$ cat config.mk
export PLATFORM = sky130hd
export DESIGN_NAME = alu_pipe
export DESIGN_NICKNAME = d
export VERILOG_FILES = /design/src/rtl/alu_pipe.sv
export SDC_FILE = /design/constraint.sdc
export NUM_CORES = 1
export LEC_CHECK = 0
export BUFFER_PORTS_ARGS = -buffer_cell sky130_fd_sc_hd__buf_2
export CORE_AREA = 2 2 71 73
export DETAILED_ROUTE_END_ITERATION = 6
export DIE_AREA = 0 0 73 75
export PLACE_DENSITY_LB_ADDON = 0.08
export SYNTH_ARGS = -nofsm -noshare
export SYNTH_HDL_FRONTEND = slang
export SYNTH_SLANG_ARGS = --single-unit
$ cat constraint.sdc
create_clock -name clk_i -period 3.72 [get_ports clk_i]
set_input_delay 0.372 -clock clk_i [delete_from_list [all_inputs] [get_ports clk_i]]
set_output_delay 0.372 -clock clk_i [all_outputs]
set_load 0.1 [all_outputs]
$ cat src/rtl/alu_pipe.sv
// alu_pipe: pipelined 74181-style ALU with a stored carry for multi-word chains.
// Define ALU_PIPE_IN_REG_EN to register operands ahead of the compute stage.
module alu_pipe #(
  parameter int WIDTH = 16
) (
  input  logic             clk_i,
  input  logic             rst_n_i,
  input  logic             valid_i,
  output logic             ready_o,
  input  logic             mode_i,
  input  logic [3:0]       select_i,
  input  logic [WIDTH-1:0] operand_a_i,
  input  logic [WIDTH-1:0] operand_b_i,
  input  logic             carry_i,
  input  logic             chain_i,
  output logic             valid_o,
  input  logic             ready_i,
  output logic [WIDTH-1:0] result_o,
  output logic             carry_o,
  output logic             overflow_o,
  output logic             zero_o,
  output logic             eq_o
);

  logic             c_valid;
  logic             c_mode;
  logic [3:0]       c_sel;
  logic [WIDTH-1:0] c_a;
  logic [WIDTH-1:0] c_b;
  logic             c_carry;
  logic             c_chain;

  logic             out_ready;
  logic             load;
  logic             stored_carry;

  assign out_ready = !valid_o || ready_i;
  assign load      = c_valid && out_ready;

`ifdef ALU_PIPE_IN_REG_EN
  logic             in_valid;
  logic             in_mode;
  logic [3:0]       in_sel;
  logic [WIDTH-1:0] in_a;
  logic [WIDTH-1:0] in_b;
  logic             in_carry;
  logic             in_chain;

  assign ready_o = !in_valid || out_ready;

  always_ff @(posedge clk_i) begin
    if (!rst_n_i) begin
      in_valid <= 1'b0;
      in_mode  <= 1'b0;
      in_sel   <= '0;
      in_a     <= '0;
      in_b     <= '0;
      in_carry <= 1'b0;
      in_chain <= 1'b0;
    end else if (ready_o) begin
      in_valid <= valid_i;
      if (valid_i) begin
        in_mode  <= mode_i;
        in_sel   <= select_i;
        in_a     <= operand_a_i;
        in_b     <= operand_b_i;
        in_carry <= carry_i;
        in_chain <= chain_i;
      end
    end
  end

  assign c_valid = in_valid;
  assign c_mode  = in_mode;
  assign c_sel   = in_sel;
  assign c_a     = in_a;
  assign c_b     = in_b;
  assign c_carry = in_carry;
  assign c_chain = in_chain;
`else
  assign ready_o = out_ready;
  assign c_valid = valid_i;
  assign c_mode  = mode_i;
  assign c_sel   = select_i;
  assign c_a     = operand_a_i;
  assign c_b     = operand_b_i;
  assign c_carry = carry_i;
  assign c_chain = chain_i;
`endif

  logic [WIDTH-1:0] x;
  logic [WIDTH-1:0] y;
  logic [WIDTH:0]   sum;
  logic             cin;
  logic [WIDTH-1:0] f;
  logic             co;
  logic             ov;

  always_comb begin
    x   = c_a
        | ({WIDTH{c_sel[0]}} & c_b)
        | ({WIDTH{c_sel[1]}} & ~c_b);
    y   = (c_a & c_b & {WIDTH{c_sel[3]}})
        | (c_a & ~c_b & {WIDTH{c_sel[2]}});
    cin = c_chain ? stored_carry : c_carry;
    sum = {1'b0, x} + {1'b0, y} + {{WIDTH{1'b0}}, cin};
    f   = sum[WIDTH-1:0];
    co  = sum[WIDTH];
    ov  = (x[WIDTH-1] == y[WIDTH-1]) && (f[WIDTH-1] != x[WIDTH-1]);
    if (c_mode) begin
      f  = ~(x ^ y);
      co = 1'b0;
      ov = 1'b0;
    end
  end

  // Stored carry is updated only as an arithmetic op lands, so op n+1 sees it.
  always_ff @(posedge clk_i) begin
    if (!rst_n_i) begin
      valid_o      <= 1'b0;
      result_o     <= '0;
      carry_o      <= 1'b0;
      overflow_o   <= 1'b0;
      zero_o       <= 1'b0;
      eq_o         <= 1'b0;
      stored_carry <= 1'b0;
    end else if (load) begin
      valid_o    <= 1'b1;
      result_o   <= f;
      carry_o    <= co;
      overflow_o <= ov;
      zero_o     <= (f == '0);
      eq_o       <= &f;
      if (!c_mode) stored_carry <= co;
    end else if (ready_i) begin
      valid_o <= 1'b0;
    end
  end

endmodule

==> impl_metrics.json <==
{
  "status": "complete, no violations",
  "drt_pass1_iterations": 4,
  "path_common_cell": "o31ai_2",
  "cts_tree": "done",
  "synthArstFlopShare": 0,
  "post-synth-top-count-cell": "nand2_1",
  "skew_ns": 0.005144,
  "grt_pass1_wl_um": 9715,
  "timing.rr.start": "stored_carry",
  "cts-resized-gates": 0,
  "num_rows": 25,
  "clockBufferDepth": 2,
  "cp_max_fo": 15,
  "ys_types": 57,
  "area.growth.synth_to_final_pct": 17.91,
  "grt.overflow.total": 0,
  "hold_viol": 0,
  "wl_per_cell_um": 13.42,
  "cts_buffers": 3,
  "worstSkewPairLatency_ns": 0.25,
  "worstHoldStart": "valid_i",
  "wirelength_um": 5662,
  "gr-usage-all-layers": 0.2175,
  "crit_path_end_kind": "flop",
  "yosys_warnings": 0,
  "avgSynthCellArea_um2": 7.868,
  "ctsHoldBuffers": 0,
  "postCtsSetupBuffers": 0,
  "route.detailed.drc": 0,
  "synth_edf_count": 0,
  "drtIter0Drc": 95,
  "rsz0062_at_grt": "no",
  "die_h_um": 75,
  "cts_root_buf": "clkbuf_8",
  "r2r_cells": 12,
  "final_antenna_net_count": 0,
  "vias": 2425,
  "clkSinkCount": 22,
  "finalNetCount": 430,
  "cp.arrival_ns": 3.48,
  "use_met2": 0.3754,
  "period_share": 0.8901,
  "port_buffers": 64,
  "setup_viol": 0,
  "powerDensity_nw_per_um2": 363.5,
  "vdd_drop_max_uv": 223.0,
  "hold_depth": 3,
  "yosysTopAreaCell": "dfxtp_1",
  "met1_usage": 0.2989,
  "worstPathRequired_ns": 3.89,
  "fin_setup_tns_ns": 0,
  "synth_flop_cell": "dfxtp_1",
  "path_clk_slew_ns": 0.08,
  "crit_slowest_cell": "a2111oi_0",
  "io_pins": 65,
  "synth_seq_cells": 22,
  "dieArea_um2": 5475,
  "hold_class": "input pin to flop",
  "vias_per_cell": 5.746,
  "hold_end": "valid_o",
  "grt_util_met3": 0.01339,
  "yosysSeqAreaShare": 0.1812,
  "max_stage_delay_ns": 0.68,
  "r2r_end": "eq_o",
  "crit_path_start_kind": "input pin",
  "diodes": 0,
  "synthCells": 309,
  "maxSlewHeadroom": 0.5110,
  "synth_top_area_frac": 0.1812,
  "criticalPathCategory": "input pin to flop",
  "max_freq_ghz": 0.3020,
  "gr-max-usage-layer": "met2",
  "grt_max_degree": 35,
  "grt_pass1_vias": 2219,
  "antenna_found_initial": 0,
  "finalPower_w": 0.001042,
  "synth.top_cells.by_count": "35 x nand2_1, 34 x nor2b_1, 22 x dfxtp_1",
  "initial_core_util": 0.5216,
  "htreeDepth": 1,
  "fin_cells": 422,
  "fin_crit_ns": 3.311,
  "ys_top_cells_by_area": "dfxtp_1 18%, nor2b_1 8.7%, ha_1 8.2%",
  "synthesis.area_um2": 2431,
  "regToRegSetupSlack_ns": 0.46,
  "fp.coreArea_um2": 4661,
  "worst_slew_pin_slew_ns": 0.7150,
  "leakagePower_nw": 1.320,
  "place_inst": 418,
  "max_cap_viol_count": 0,
  "hpwl_um": 4596,
  "synth_fp_nets": 370,
  "dieWidth_um": 73,
  "report.final.slew_viol_count": 0,
  "layout-drive-gt1-share": 0.2337,
  "crit_chain": "buf_2, buf_4, nor2b_1, a211o_1, ha_1, a2111oi_0, nor3_2, a21oi_2, o31ai_2, xor2_1, inv_1, or4_4, o31ai_2",
  "gp_congestion": 0.8175
}
-- sequential cells by signal (all words and copies together), names as in the netlist --
name,cells
result_o,16
zero_o,1
overflow_o,1
eq_o,1
stored_carry,1
valid_o,1
carry_o,1
-- layout make-up --
class | count | area (um2)
Fill cell | 429 | 1794
Timing Repair Buffer | 71 | 372.9
Sequential cell | 22 | 440.4
Clock inverter | 1 | 30.03
Clock buffer | 3 | 41.29
Multi-Input combinational cell | 261 | 1877
Tap cell | 54 | 67.56
Inverter | 10 | 37.54
-- through the flow --
stage / instance area [um2] / hold WS [ns] / setup slack [ns] / utilization
after floorplan: 2431 / 0.4536 / 0.4448 / -
after global placement: 2795 / 0.4452 / 0.2440 / 0.5997
after detailed placement: 2795 / 0.4493 / 0.1696 / 0.5997
after CTS: 2867 / 0.3774 / 0.4293 / 0.6150
after global routing: 2867 / 0.4009 / 0.1570 / 0.6150
final: 2867 / 0.3799 / 0.4090 / 0.6150
-- critical path, delay by kind of cell --
kind	cells	cell delay (ns)
buffers and inverters	3	0.36
AO/OA/AOI/OAI	5	1.41
AND/OR/NAND/NOR	3	0.80
adder cells (fa/ha/maj)	1	0.33
XOR/XNOR	1	0.21
-- layer usage --
layer,vias up,routed length [um]
li1,1248,-
met2,42,2685
met4,0,50
met5,-,0
met1,1131,2783
met3,4,143
-- power breakdown --
| part | internal [W] | total, W | switching (W) |
|---|---|---|---|
| registers | 0.000256 | 0.000265 | 0.00000887 |
| clock network | 0.000143 | 0.000213 | 0.0000698 |
| logic | 0.000183 | 0.000564 | 0.000381 |
| total | 0.000583 | 0.00104 | 0.000459 |
-- how the worst max path moves through the flow --
stage / startpoint / end / cells past startpoint
2_1_floorplan: select_i[0] / eq_o / 13
3_3_place_gp: select_i[1] / eq_o / 14
3_5_place_dp: select_i[1] / eq_o / 14
4_1_cts: select_i[1] / eq_o / 14
5_1_grt: select_i[1] / eq_o / 14
6_report: select_i[1] / eq_o / 13
-- cell families (layout without fill, tap and decap cells) --
family / after synthesis / in the layout / share of synthesized area
xor gates and xnor gates: 11 / 11 / 0.03963
adders and majority gates: 18 / 18 / 0.09882
AOI/OAI and AO/OA: 91 / 91 / 0.2795
DFF: 22 / 22 / 0.1812
muxes: 17 / 17 / 0.07102
buffers and inverters: 26 / 85 / 0.04684
and+or+nand+nor: 124 / 124 / 0.2831
-- cells in the final DEF, fill, tap and decap left out, types with 9 or more instances in the layout --
cell type and instances:
nand2_1 35, nor2_1 10, buf_2 64, dfxtp_1 22, nor2b_1 34, mux2i_1 15, a21oi_1 12, and2_1 11
o21ai_0 14, a21boi_0 9, inv_1 10, a211o_1 17, ha_1 16
(Power assumes the default switching activity.)
